--- src/rtl/uproc_pkg.sv ---
// Shared uProcessor datapath definitions: register-file geometry, data/index types
// and the one-hot register select decoder.
package uproc_pkg;

    localparam int DATA_W   = 8;
    localparam int NUM_REGS = 4;
    localparam int IDX_W    = (NUM_REGS > 1) ? $clog2(NUM_REGS) : 1;

    typedef logic [DATA_W-1:0] data_t;
    typedef logic [IDX_W-1:0]  reg_idx_t;

    // Out-of-range indices decode to all zeros, so they never select a register.
    function automatic logic [NUM_REGS-1:0] onehot_dec(input reg_idx_t idx);
        logic [NUM_REGS-1:0] dec;
        dec = '0;
        for (int i = 0; i < NUM_REGS; i++) begin
            if (idx == IDX_W'(i)) begin
                dec[i] = 1'b1;
            end
        end
        return dec;
    endfunction

endpackage

--- src/rtl/rr_picker.sv ---
// Combinational round-robin picker: returns the first eligible requester found
// after i_last, wrapping modulo N, as both a one-hot vector and a binary index.
module rr_picker #(
    parameter  int N     = 3,
    localparam int PTR_W = (N > 1) ? $clog2(N) : 1
) (
    input  logic [N-1:0]     i_eligible,
    input  logic [PTR_W-1:0] i_last,
    output logic [N-1:0]     o_winner,
    output logic [PTR_W-1:0] o_winnerIdx,
    output logic             o_valid
);

    // Scan starts one past the last winner so the most recent grantee has lowest priority.
    always_comb begin
        int cand;
        o_valid     = 1'b0;
        o_winnerIdx = '0;
        cand        = 0;
        for (int k = 1; k <= N; k++) begin
            cand = (int'(i_last) + k) % N;
            if (!o_valid && i_eligible[cand]) begin
                o_valid     = 1'b1;
                o_winnerIdx = PTR_W'(cand);
            end
        end
    end

    always_comb begin
        o_winner = '0;
        if (o_valid) begin
            o_winner[o_winnerIdx] = 1'b1;
        end
    end

endmodule

--- src/rtl/regfile_write_arbiter.sv ---
// Round-robin arbiter sharing the single register-file write port between NUM_REQ
// writers; one registered write per clock.
module regfile_write_arbiter #(
    parameter  int NUM_REQ  = 3,
    parameter  int DATA_W   = uproc_pkg::DATA_W,
    parameter  int NUM_REGS = uproc_pkg::NUM_REGS,
    localparam int IDX_W    = (NUM_REGS > 1) ? $clog2(NUM_REGS) : 1,
    localparam int PTR_W    = (NUM_REQ > 1) ? $clog2(NUM_REQ) : 1
) (
    input  logic                      i_clk,
    input  logic                      i_reset,
    input  logic [NUM_REQ-1:0]        i_req,
    input  logic [NUM_REQ*IDX_W-1:0]  i_reqReg,
    input  logic [NUM_REQ*DATA_W-1:0] i_reqData,
    input  logic                      i_hold,
    output logic [NUM_REQ-1:0]        o_gnt,
    output logic [DATA_W-1:0]         o_a,
    output logic [NUM_REGS-1:0]       o_regNum,
    output logic                      o_regCE,
    output logic                      o_idxErr
);

    logic [NUM_REQ-1:0]  r_gnt;
    logic [DATA_W-1:0]   r_a;
    logic [NUM_REGS-1:0] r_regNum;
    logic                r_regCE;
    logic                r_idxErr;
    logic [PTR_W-1:0]    r_last;

    logic [NUM_REQ-1:0]  w_eligible;
    logic [NUM_REQ-1:0]  w_winner;
    logic [PTR_W-1:0]    w_winIdx;
    logic                w_valid;
    logic [DATA_W-1:0]   w_selData;
    logic [IDX_W-1:0]    w_selReg;
    logic [NUM_REGS-1:0] w_regDec;
    logic                w_idxOk;

    // The current grantee is masked so a lingering request cannot write twice.
    assign w_eligible = i_req & ~r_gnt & {NUM_REQ{~i_hold}};

    rr_picker #(
        .N (NUM_REQ)
    ) u_picker (
        .i_eligible  (w_eligible),
        .i_last      (r_last),
        .o_winner    (w_winner),
        .o_winnerIdx (w_winIdx),
        .o_valid     (w_valid)
    );

    assign w_selData = i_reqData[int'(w_winIdx)*DATA_W +: DATA_W];
    assign w_selReg  = i_reqReg[int'(w_winIdx)*IDX_W +: IDX_W];

    // An index with no matching register leaves the decode empty, which flags the error.
    always_comb begin
        w_regDec = '0;
        for (int i = 0; i < NUM_REGS; i++) begin
            if (w_selReg == IDX_W'(i)) begin
                w_regDec[i] = 1'b1;
            end
        end
    end

    assign w_idxOk = |w_regDec;

    always_ff @(posedge i_clk or posedge i_reset) begin
        if (i_reset) begin
            r_gnt    <= '0;
            r_a      <= '0;
            r_regNum <= '0;
            r_regCE  <= 1'b0;
            r_idxErr <= 1'b0;
            r_last   <= PTR_W'(NUM_REQ - 1);
        end else if (w_valid) begin
            r_gnt    <= w_winner;
            r_a      <= w_selData;
            r_regNum <= w_idxOk ? w_regDec : '0;
            r_regCE  <= w_idxOk;
            r_idxErr <= ~w_idxOk;
            r_last   <= w_winIdx;
        end else begin
            r_gnt    <= '0;
            r_regNum <= '0;
            r_regCE  <= 1'b0;
            r_idxErr <= 1'b0;
        end
    end

    assign o_gnt    = r_gnt;
    assign o_a      = r_a;
    assign o_regNum = r_regNum;
    assign o_regCE  = r_regCE;
    assign o_idxErr = r_idxErr;

endmodule
--- config.mk ---
export PLATFORM = sky130hd
export DESIGN_NAME = regfile_write_arbiter
export DESIGN_NICKNAME = d
export VERILOG_FILES = /design/src/rtl/uproc_pkg.sv /design/src/rtl/rr_picker.sv /design/src/rtl/regfile_write_arbiter.sv
export SDC_FILE = /design/constraint.sdc
export NUM_CORES = 1
export LEC_CHECK = 0
export ABC_CLOCK_PERIOD_IN_PS = 3000
export CAP_MARGIN = 20
export CORE_MARGIN = 2
export CORE_UTILIZATION = 31
export DETAILED_ROUTE_END_ITERATION = 7
export DONT_BUFFER_PORTS = 1
export PLACE_DENSITY_LB_ADDON = 0.05
export SYNTH_ARGS = -nofsm -noshare
export SYNTH_HDL_FRONTEND = slang
export SYNTH_SLANG_ARGS = --single-unit
--- constraint.sdc ---
create_clock -name i_clk -period 3 [get_ports i_clk]
set_input_delay 0.15 -clock i_clk [delete_from_list [all_inputs] [get_ports i_clk]]
set_output_delay 0.15 -clock i_clk [all_outputs]
set_load 0.05 [all_outputs]
=== Word level (Yosys, flattened, before mapping) ===
Index checks and enable logic that the tools add are counted.

* Register bits after elaboration: 19
* Latch bits: 0
* Bits in writable memories: 0
* Bits in read-only memories: 0
* Bits of input ports: 36
* Output and inout port bits: 17
* Logic and storage cells: 60
* Memories: 0

* Add/subtract/negate cells: 3
* $mul: 0
* Div/mod/pow operators: 3
* Magnitude comparators: 5
* Equality and inequality tests: 3
* Shift-type cells: 2
* Multiplexer cells: 26
* Bitwise operators: 5
* Reductions and logical operators: 7

{| class="wikitable"
|+ Operator list
! kind !! count
|-
| less-than comparator 32 x 4 -> 1 bit, second input constant || 3
|-
| modulo 32 x 3 -> 32 bit, second input constant || 3
|-
| indexed part select 24 x 6 -> 8 bit || 1
|-
| two-way mux 1 bit || 16
|-
| two-way mux 4 bit || 2
|-
| adder 2 x 2 -> 3 bit, second input constant || 2
|-
| AND 3 bit || 2
|-
| binary-select mux 1 bit (select 2 bit) || 3
|-
| two-way mux 2 bit || 3
|-
| indexed part select 6 x 4 -> 2 bit || 1
|-
| equality test 2 bit, second input constant || 2
|-
| OR reduction 4 bit || 1
|-
| adder 2 x 1 -> 3 bit, second input constant || 1
|-
| logical AND 1 bit || 3
|-
| less-than comparator 2 x 3 -> 1 bit, second input constant || 1
|-
| two-way mux 3 bit || 1
|-
| inverter 3 bit || 1
|-
| demux 1 bit (select 2 bit) || 1
|-
| equality test 2 x 1 -> 1 bit, second input constant || 1
|-
| >= comparator 2 x 1 -> 1 bit, second input constant || 1
|-
| zero test 1 bit || 2
|-
| zero test 2 bit || 1
|-
| inverter 1 bit || 2
|}

=== Longest topological paths before layout ===
Gate-level depths: netlist of run 1.

* Word-level depth: 19
* Gate-level depth with buffers: 9
* Gate-level depth less buffers: 8

=== By module ===
From an unflattened synthesis of run 1, not the netlist that was laid out.

* Cell total of the unflattened synthesis: 124
* Area total of the unflattened synthesis: 1,163.6 µm²

{| class="wikitable"
|+ Modules (own cells, without submodules)
! module !! instances !! cells an instance !! area each (µm²) !! sequential area each (µm²)
|-
| regfile_write_arbiter || 1 || 85 || 905.9 || 476.7
|-
| rr_picker || 1 || 39 || 257.7 || 0.0
|}

=== Least setup slack after synthesis of run 1 ===
Ideal clock, no wire load.

* Path type: register to register
* From: reg r_last[1]
* To: reg r_a[1], in the netlist o_a[1]
* Setup time: 125 ps
* Data arrival time: 2,050 ps
* Data required time: 2,875 ps
* Setup slack: 824 ps
* Stages on the path, launching flop included: 9
* Path buffers: 0
* Clock period less this slack: 2,176 ps
* Cell sequence: dfstp_2 > inv_1 > ha_1 > and2_1 > o31a_2 > nand2_8 > inv_6 > a221o_1 > mux2_4

* Longest elaborated chain between the ends: 13
* Elaborated cells on any way between the ends: 26
* Classes of those cells: add/sub: 3; div: 3; shift: 1; mux: 15; reduce/logical: 4

{| class="wikitable"
|+ RTL lines
! item !! RTL line !! text
|-
| start: declaration || regfile_write_arbiter.sv:28 || <nowiki>logic [PTR_W-1:0] r_last;</nowiki>
|-
| start signal: assignment || regfile_write_arbiter.sv:74 || <nowiki>r_last <= PTR_W'(NUM_REQ - 1);</nowiki>
|-
| start signal: assignment || regfile_write_arbiter.sv:81 || <nowiki>r_last <= w_winIdx;</nowiki>
|-
| adder 2 x 1 -> 3 bit || rr_picker.sv:21 || <nowiki>cand = (int'(i_last) + k) % N;</nowiki>
|-
| modulo 32 x 3 -> 32 bit || rr_picker.sv:21 ||
|-
| binary-select mux 1 bit (select 2 bit) || rr_picker.sv:22 || <nowiki>if (!o_valid && i_eligible[cand]) begin</nowiki>
|-
| two-way mux 1 bit (implied by the code) (2 in series) || rr_picker.sv:22 ||
|-
| two-way mux 1 bit || rr_picker.sv:22 ||
|-
| zero test 1 bit || rr_picker.sv:22 ||
|-
| logical AND 1 bit || rr_picker.sv:22 ||
|-
| two-way mux 1 bit || rr_picker.sv:22 ||
|-
| zero test 1 bit || rr_picker.sv:22 ||
|-
| logical AND 1 bit || rr_picker.sv:22 ||
|-
| two-way mux 2 bit || rr_picker.sv:22 ||
|-
| indexed part select 24 x 6 -> 8 bit || regfile_write_arbiter.sv:52 || <nowiki>assign w_selData = i_reqData[int'(w_winIdx)*DATA_W +: DATA_W];</nowiki>
|-
| end signal: assignment || regfile_write_arbiter.sv:77 || <nowiki>r_a <= w_selData;</nowiki>
|-
| end: declaration || regfile_write_arbiter.sv:24 || <nowiki>logic [DATA_W-1:0] r_a;</nowiki>
|}

Parallel ways exist; a longest one is shown, timed or not. The select of a mux whose other input is x is not followed.
A chain may end at the register's enable or synchronous reset.

=== Worst setup path after layout of run 1 ===
* From: reg r_last[1]
* To: reg r_a[2], in the netlist o_a[2]

The elaborated chain is that of the path after synthesis.

==> results of run 1 <==
==> cells by family after synthesis <==
logic type               after synthesis  synth area share [%]
AO/OA/AOI/OAI                         27                 23.48
AND/OR/NAND/NOR                       27                 15.80
flip-flops                            19                 43.00
buffers and inverters                 13                 5.642
multiplexers                           7                 8.465
adder cells (fa/ha/maj)                3                 3.273
other                                  1                0.3383
==> area by class of cell <==
cell class                      instances  area [µm²]
Inverter                               10       42.54
Tap cell                               46       57.56
Multi-Input combinational cell         65       569.3
Clock inverter                          1       5.005
Sequential cell                        19       476.7
Fill cell                             333        2196
Clock buffer                            3       22.52
Timing Repair Buffer                    2       20.02
==> metrics by stage <==
stage | cells | hold WS [ps] | setup slack, ps
CTS | 146 | 59.91 | 645.2
detailed placement | 140 | 210.0 | 664.6
global route | 146 | 63.91 | 475.1
finish | 146 | 72.74 | 625.4
floorplan | 97 | 100.4 | 824.4
global placement | 140 | 214.0 | 637.1
==> power by group <==
| part | switching (µW) | internal, µW |
|---|---|---|
| logic | 332 | 279 |
| clock network | 83.5 | 49.8 |
| registers | 380 | 358 |
| total | 795 | 686 |
==> layer usage <==
layer	up-vias	wire (µm)	global-route usage, %
met3	2	194	6.514
met4	0	22	3.261
met2	29	1114	18.23
li1	375	-	-
met1	343	1157	16.65
met5	-	0	0
==> tightest hold or removal path, cell delays in order <==
cell	delay (ps)
a221oi_1	50
o21ai_2	100
nor2_1	60
==> repair_timing <==
| action | in CTS | in global routing |
|---|---|---|
| endpoints found under the hold margin | 19 | 0 |
| setup endpoints to repair | 0 | 0 |
| hold buffers | 2 | 0 |
| resized for setup | 0 | 0 |
==> cell usage after synthesis (all sizes together) <==
cell type	count	share of area, %
nand2	3	2.5
buf	2	1.5
ha	2	2.3
maj3	1	1.0
or3	3	1.7
nor2b	2	1.1
and2	1	0.56
o311ai	1	0.79
a221oi	2	1.6
o311a	2	2.9
mux2	7	8.5
a221o	7	6.3
o221a	1	1.0
o221ai	3	2.9
o211ai	1	0.68
a211oi	1	0.68
a22oi	1	1.1
o21ai	3	1.7
dfstp	1	2.4
conb	1	0.34
a211o	1	0.79
dfrtp	18	41
nor2	3	1.0
nor3	2	0.90
a22o	1	0.90
and3	10	5.6
inv	10	3.8
clkbuf	1	0.34
a31oi	1	0.56
o31a	1	0.90
nand2b	3	2.4
o22ai	1	0.56
==> flip-flops by register name (all words and copies together) (netlist names) <==
signal,count
o_idxErr,1
r_last,2
o_gnt,3
o_regNum,4
o_regCE,1
o_a,8
==> final timing paths <==
path                           start         to  slack [ps]  cells past startpoint
max reg2reg                r_last[1]     o_a[2]         630                      7
min                           i_hold   o_gnt[0]          70                      3
max                        r_last[1]     o_a[2]         630                      7
min reg2reg                r_last[1]  r_last[1]         530                      2
max in group asynchronous    i_reset     o_a[6]        2150                      2
min in group asynchronous    i_reset   o_gnt[0]         390                      2
==> run metrics, run 1 <==
clk buf depth 2; CTS buffer count 3; Die Ht 63.80 µm; status completed; Peak Freq 0.4211 GHz; grt total ovfl 0; nets@finish 139; placed cell areas 0.001146 mm²; Inserted Diodes 0; Slew @ Worst Pin 755.7 ps; most frequent cells in the layout dfrtp_1, and3_1, inv_1; Syn Inst Count 97; CP delay by family, top compound AO/OA/AOI/OAI gates; sequential fraction of the synthesis area 43.00%; Placer Congestion 0.7781; final core occ 35.22%; number of max-cap violations 0; clock latency on the worst-skew pair 300 ps; Die ar. 0.004070 mm²; H-tree depth 1; initial antenna violation count 0; row cnt 21; root buf cell clkbuf_4; Slew Limit Fails 0; Net Count, Synth 135; CP max stage delay 550 ps; DP HPWL 1948 µm; drt total wl 2488 µm; IO Count 53; pwr dens 1241 mW/mm²; core area 0.003390 mm²; vias in the first global route 744; Slew HR 48.98%; Clk pin slew, worst setup/hold paths 120 ps; layout cells sized above 1 24.00%; Vias 749; Leak 0.0005378 µW; Final Cycle Share 79.15%; crit-path cells inv_1, ha_1, a31oi_1, o311a_2, a22oi_2, a221o_1, mux2_4; drt via density 5.130; Hold WC Path Type in2reg; Setup Crit Path Kind reg2reg; setup bufs post-CTS 0; Iteration-0 DRC Markers 23; total power 1481 µW; most common cell after layout, fill and taps aside dfrtp_1; Worst VDD drop 0.3547 mV; die outline width 63.80 µm; DRC Markers 0; wire length per cell 17.04 µm; Worst Setup End Kind flop; clock tree sinks 19; Hold Fails Final Rpt 0; Clock Skew 8.131 ps; mapped cell area 0.001109 mm²; post-synth cell types 42; fin area 0.001194 mm²; worst path buffer plus inverter count 1; DRT Pass-1 Iters 4; DRT antenna net count 0; Initial Util 32.71%; crit start category flop; CTS tree built; area grow syn2layout 7.675%; Critical Path AT 2570 ps; Sum Neg Setup Slack 0 ps; unrepaired setup endpoints after global routing false; first-pass GRT wire length 3926 µm; Yosys reg bits 19; Avg Synthesized Cell Area 11.43 µm²; count of final setup violators 0; port bufs 0; Min Clock Period, post-route 2375 ps; GRT Total Usage 12.66%; Max Fanout on Critical Path 11; synth warn 0; largest net degree at the start of global routing 20; worst path required time 3200 ps; CP max-delay cell dfstp_2
Power figures use the tool's default switching activity.
==> run 2, diff against run 1 <==
ABC_AREA = 1   (was not set)
ABC_CLOCK_PERIOD_IN_PS = 2400   (was 3000)
clock period = 2.4 ns   (was 3 ns; I/O delays follow)
==> run 2 against run 1 <==
Via count increased by 38%. Utilization increased by 0.46 points. First-iteration DRC count increased by 110%. Register-to-register slack got worse by 370 ps. Synthesized cell count increased by 64%. Flip-flop and latch count unchanged. Critical path depth increased by 6. Final cell count increased by 46%. Global-route usage increased by 2.0 points.
==> run metrics, run 2 <==
status completed (unchanged); largest net degree at the start of global routing 20 (unchanged); Peak Freq 0.4664 GHz (was 0.4211 GHz); fin area 0.001306 mm² (was 0.001194 mm²); final setup margin 255.8 ps (was 625.4 ps); setup bufs post-CTS 0 (unchanged); most common cell in the netlist nand2_1 (was dfrtp_1); Inserted Diodes 0 (unchanged); row cnt 22 (was 21); Final Cycle Share 89.34% (was 79.15%); Die Ht 65.66 µm (was 63.80 µm); clock latency on the worst-skew pair 250 ps (was 300 ps); drt total wl 2910 µm (was 2488 µm); clk buf depth 2 (unchanged); worst path required time 2590 ps (was 3200 ps); Clk pin slew, worst setup/hold paths 70 ps (was 120 ps); CTS tree built (unchanged); post-synth cell types 27 (was 42); most common cell after layout, fill and taps aside nand2_1 (was dfrtp_1); most frequent cells in the layout nand2_1, nor2_1, dfrtp_1 (was dfrtp_1, and3_1, inv_1); die outline width 65.66 µm (was 63.80 µm); Worst R2R End o_regNum[0] (was o_a[2]); grt total ovfl 0 (unchanged); worst slack, placed 84.28 ps (was 664.6 ps); Setup crit start r_last[1] (unchanged); unrepaired setup endpoints after global routing false (unchanged); mapped cell area 0.001179 mm² (was 0.001109 mm²); layout cells sized above 1 18.18% (was 24.00%); Synth top area share 38.22% (was 40.63%); Clock Skew 2.947 ps (was 8.131 ps); Yosys reg bits 19 (unchanged); Sum Neg Setup Slack 0 ps (unchanged); CP endpoint o_regNum[0] (was o_a[2]); Vias 1030 (was 749); Post-synth ARST share 100.0% (unchanged); DRC Markers 0 (unchanged); core area 0.003661 mm² (was 0.003390 mm²); Hold WC Path Type in2reg (unchanged); nets@finish 204 (was 139); Iteration-0 DRC Markers 48 (was 23); top cells by count, synth nand2_1, nor2_1, dfrtp_1, nand3_1 (was dfrtp_1, and3_1, inv_1, a221o_1, mux2_4); number of max-cap violations 0 (unchanged); DRT antenna net count 0 (unchanged); count of final setup violators 0 (unchanged); Placer Congestion 0.7459 (was 0.7781); Setup Crit Path Kind reg2reg (unchanged); Worst Setup End Kind flop (unchanged); Syn Inst Count 159 (was 97); Max Fanout on Critical Path 12 (was 11); Critical Path AT 2340 ps (was 2570 ps); first-pass GRT wire length 4802 µm (was 3926 µm); area grow syn2layout 10.83% (was 7.675%); worst-case reg-to-reg path depth 13 (was 7); DP HPWL 2172 µm (was 1948 µm); sequential fraction of the synthesis area 40.45% (was 43.00%); Largest register FFs 8 (unchanged); Area contributors post-synth dfrtp_1, nand2_1, nor2_1, nand3_1, a21oi_1 (was dfrtp_1, a221o_1, and3_1, mux2_4, mux2_2); Initial Util 32.19% (was 32.71%); placed cell areas 0.001241 mm² (was 0.001146 mm²); vias in the first global route 1035 (was 744); r2r startpoint r_last[1] (unchanged); Net Count, Synth 197 (was 135); GRT Total Usage 14.66% (was 12.66%); H-tree depth 1 (unchanged); root buf cell clkbuf_8 (was clkbuf_4); port bufs 0 (unchanged); DRT Pass-1 Iters 4 (unchanged); top_reg_cell synth dfrtp_1 (unchanged); CTS buffer count 3 (unchanged); leading area contributor after synthesis dfrtp_1 (unchanged); IO Count 53 (unchanged); wire length per cell 13.66 µm (was 17.04 µm); initial antenna violation count 0 (unchanged); crit start category flop (unchanged); Avg Synthesized Cell Area 7.413 µm² (was 11.43 µm²); number of synthesized flops with an enable pin 0 (unchanged); Slew @ Worst Pin 746.7 ps (was 755.7 ps); Min Clock Period, post-route 2144 ps (was 2375 ps); R2R Setup Slk 260 ps (was 630 ps); Hold Fails Final Rpt 0 (unchanged); drt via density 4.836 (was 5.130); synth warn 0 (unchanged); Slew HR 50.16% (was 48.98%); clock tree sinks 19 (unchanged); Die ar. 0.004311 mm² (was 0.004070 mm²); Slew Limit Fails 0 (unchanged); final core occ 35.68% (was 35.22%)
run 2: cell count changes after synthesis, moves of 5 or more:
cell / delta
nand4_1: +5
nand2_2: +5
nand3_1: +12
nor2_1: +16
a221o_1: -7
and3_1: -10
a21oi_1: +9
nand2_1: +51
run 2: kinds of logic (layout without fill, tap and decap cells):
family	count (synthesis)	after routing	synth area share, %
and+or+nand+nor	106	106	41.72
DFF	19	19	40.45
AOI/OAI and AO/OA	16	16	8.918
buffers and inverters	15	21	6.475
adders and majority gates	2	2	2.123
other	1	1	0.3182
run 2: per-stage QoR:
| stage | std cells | hold slack, ps |
|---|---|---|
| after floorplan | 159 | 70.39 |
| after global placement | 208 | 167.1 |
| after detailed placement | 208 | 182.5 |
| after CTS | 213 | 0.6564 |
| after global routing | 213 | 18.63 |
| final | 213 | 2.665 |
run 2: worst min path at each step:
stage | endpoint | cells after the start | startpoint
global placement | o_a[7] | 1 | i_reset
global route | o_a[0] | 2 | i_reqData[8]
CTS | o_a[0] | 2 | i_reqData[8]
floorplan | o_a[0] | 1 | i_reset
finish | o_a[0] | 2 | i_reqData[8]
detailed placement | o_idxErr | 1 | i_reset
run 2: layout make-up:
cell class	instances	area, µm²
clock buffers	4	45.04
multi-input cells	125	635.6
inverters	11	41.29
flip-flops and latches	19	476.7
repair buffers	6	47.55
well taps	48	60.06
fillers	410	2355
run 2: critical path, cell delays in order, from the launching register on:
cell     delay (ps)
dfstp_2         550
ha_2            320
inv_2           120
nand3_2         100
nand3_2          90
nand2_4          80
nand2_1          80
o21ai_2          90
nand2_2          90
nand2_4         100
or2_1           240
nand2_1          70
nand2_1          60
nor2_1           90
run 2: per-layer routing:
metal / global-route usage [%] / share of wire (%) / up-vias
li1: - / - / 525
met4: 7.031 / 1.5 / 0
met2: 23.23 / 47 / 31
met1: 18.71 / 45 / 468
met5: 0 / 0 / -
met3: 3.425 / 6.2 / 6
run 2: what timing repair did:
action / 4_1_cts / 5_1_grt
resized for setup: 0 / 3
setup endpoints to repair: 0 / 11
hold buffers: 1 / 0
hold endpoints to repair: 18 / 0
Power of run 2 is not shown: default switching activity piles up to over one toggle a cycle in this logic, so the estimate is an artifact.
==> run 3, diff against run 2 <==
CORE_UTILIZATION = 47   (was 31)
==> run 3 against run 2 <==
Fmax decreased by 3.7%. First-iteration DRC count is 44% lower. Clock skew up 6.9 ps. Hold slack better by 24 ps. Cell area down 2.5%. Utilization is 17 points higher.
==> run metrics, run 3 (same netlist as run 2, synthesis figures left out) <==
most frequent cells in the layout nand2_1, nor2_1, dfrtp_1 (unchanged); Clock Skew 9.833 ps (was 2.947 ps); Slew Limit Fails 0 (unchanged); DRT Pass-1 Iters 4 (unchanged); row cnt 18 (was 22); core area 0.002432 mm² (was 0.003661 mm²); Inserted Diodes 0 (unchanged); CP max stage delay 560 ps (was 550 ps); die outline width 54.08 µm (was 65.66 µm); final core occ 52.37% (was 35.68%); setup bufs post-CTS 0 (unchanged); DP HPWL 1969 µm (was 2172 µm); drt via density 5.327 (was 4.836); CP max-delay cell dfstp_2 (unchanged); Placer Congestion 0.7179 (was 0.7459); Min Clock Period, post-route 2225 ps (was 2144 ps); root buf cell clkbuf_4 (was clkbuf_8); clk buf depth 2 (unchanged); Hold WC Path Type in2reg (unchanged); worst-case reg-to-reg path depth 13 (unchanged); Hold Fails Final Rpt 0 (unchanged); largest net degree at the start of global routing 20 (unchanged); layout cells sized above 1 18.67% (was 18.18%); initial antenna violation count 0 (unchanged); clock tree sinks 19 (unchanged); drt total wl 2723 µm (was 2910 µm); status completed (unchanged); worst path required time 2620 ps (was 2590 ps); Final Cycle Share 92.73% (was 89.34%); R2R Setup Slk 170 ps (was 260 ps); Sum Neg Setup Slack 0 ps (unchanged); IO Count 53 (unchanged); HP Start i_reqData[16] (was i_reqData[8]); multi-input logic area 634.4 µm² (was 635.6 µm²); clock latency on the worst-skew pair 290 ps (was 250 ps); most common cell after layout, fill and taps aside nand2_1 (unchanged); GRT Total Usage 21.07% (was 14.66%); CTS tree built (unchanged); Stages on worst setup path 13 (unchanged); Worst Setup End Kind flop (unchanged); nets@finish 205 (was 204); DRC Markers 0 (unchanged); number of max-cap violations 0 (unchanged); Largest register FFs 8 (unchanged); count of final setup violators 0 (unchanged); cell mode on critical path nand2_1 (unchanged); CP endpoint o_regNum[0] (unchanged); Critical Path AT 2450 ps (was 2340 ps); Slew @ Worst Pin 720.9 ps (was 746.7 ps); Die Ht 54.08 µm (was 65.66 µm); Worst R2R End o_regNum[0] (unchanged); CP delay by family, top simple AND/OR/NAND/NOR gates (unchanged); worst path buffer plus inverter count 1 (unchanged); CTS buffer count 3 (unchanged); vias in the first global route 1031 (was 1035); crit start category flop (unchanged); Max Fanout on Critical Path 12 (unchanged); grt total ovfl 0 (unchanged); Die ar. 0.002924 mm² (was 0.004311 mm²); fillers 248 (was 410); Peak Freq 0.4493 GHz (was 0.4664 GHz); area grow syn2layout 8.068% (was 10.83%); Setup crit start r_last[1] (unchanged); Clk pin slew, worst setup/hold paths 110 ps (was 70 ps); H-tree depth 1 (unchanged); unrepaired setup endpoints after global routing false (unchanged); Slew HR 51.89% (was 50.16%); crit-path cells ha_2, inv_2, nand3_2, nand3_2, nand2_4, nand2_1, o21ai_2, nand2_2, nand2_2, or2_1, nand2_1, nand2_1, nor2_1 (was ha_2, inv_2, nand3_2, nand3_2, nand2_4, nand2_1, o21ai_2, nand2_2, nand2_4, or2_1, nand2_1, nand2_1, nor2_1); Initial Util 48.46% (was 32.19%); first-pass GRT wire length 4436 µm (was 4802 µm); Vias 1044 (was 1030); port bufs 0 (unchanged); Iteration-0 DRC Markers 27 (was 48); DRT antenna net count 0 (unchanged); register area 476.7 µm² (unchanged); r2r startpoint r_last[1] (unchanged); Setup Crit Path Kind reg2reg (unchanged); wire length per cell 13.89 µm (was 13.66 µm)
==> run 3: changes by cell type in the layout (fill, tap and decap cells not counted) <==
cell / delta
clkbuf_4: +3
clkbuf_8: -3
dlygate4sd3_1: +1
nand2_2: +1
nand2_4: -1
o21ai_1: -1
o21ai_2: +1
==> run 3: worst register-to-register path, stage by stage (launching register included) <==
cell and delay [ps]:
dfstp_2 560, ha_2 320, inv_2 120, nand3_2 100
nand3_2 90, nand2_4 80, nand2_1 80, o21ai_2 90
nand2_2 70, nand2_2 150, or2_1 270, nand2_1 70
nand2_1 60, nor2_1 90
==> run 3: timing repair <==
action,4_1_cts,5_1_grt
endpoints found under the setup margin,0,7
resized for setup,0,3
hold buffers,2,0
hold endpoints to repair,19,0
==> run 3: worst min-delay path by stage <==
| stage | cells after the start | end |
|---|---|---|
| 4_1_cts | 4 | o_a[0] |
| 6_report | 4 | o_a[0] |
| 5_1_grt | 2 | o_regNum[2] |
| 2_1_floorplan | 1 | o_a[0] |
| 3_3_place_gp | 1 | o_a[7] |
| 3_5_place_dp | 1 | o_a[7] |
==> run 3: area by class of cell <==
class / count / share of cell area [%]
Multi-Input combinational cell: 125 / 49.80
Sequential cell: 19 / 37.43
Timing Repair Buffer: 7 / 4.519
Inverter: 11 / 3.242
Tap cell: 30 / 2.947
Clock buffer: 4 / 2.063
==> run 3: metal layers <==
metal	global-route usage, %	up-vias	share of wire [%]
li1	-	526	-
met1	26.82	481	43
met2	35.37	35	50
met3	4.444	2	6.0
met4	7.083	0	0.59
met5	0	-	0
==> run 3: metrics by stage <==
step                setup WS, ps  instances  hold WS, ps  cell area (µm²)
floorplan                  462.8        159        70.39             1179
finish                     174.5        196        26.18             1274
CTS                        128.6        196        17.86             1265
detailed placement         143.2        190        182.3             1219
global placement           184.3        190        162.7             1219
global route              0.8302        196        32.88             1274
Power of run 3 is left out for the same reason.
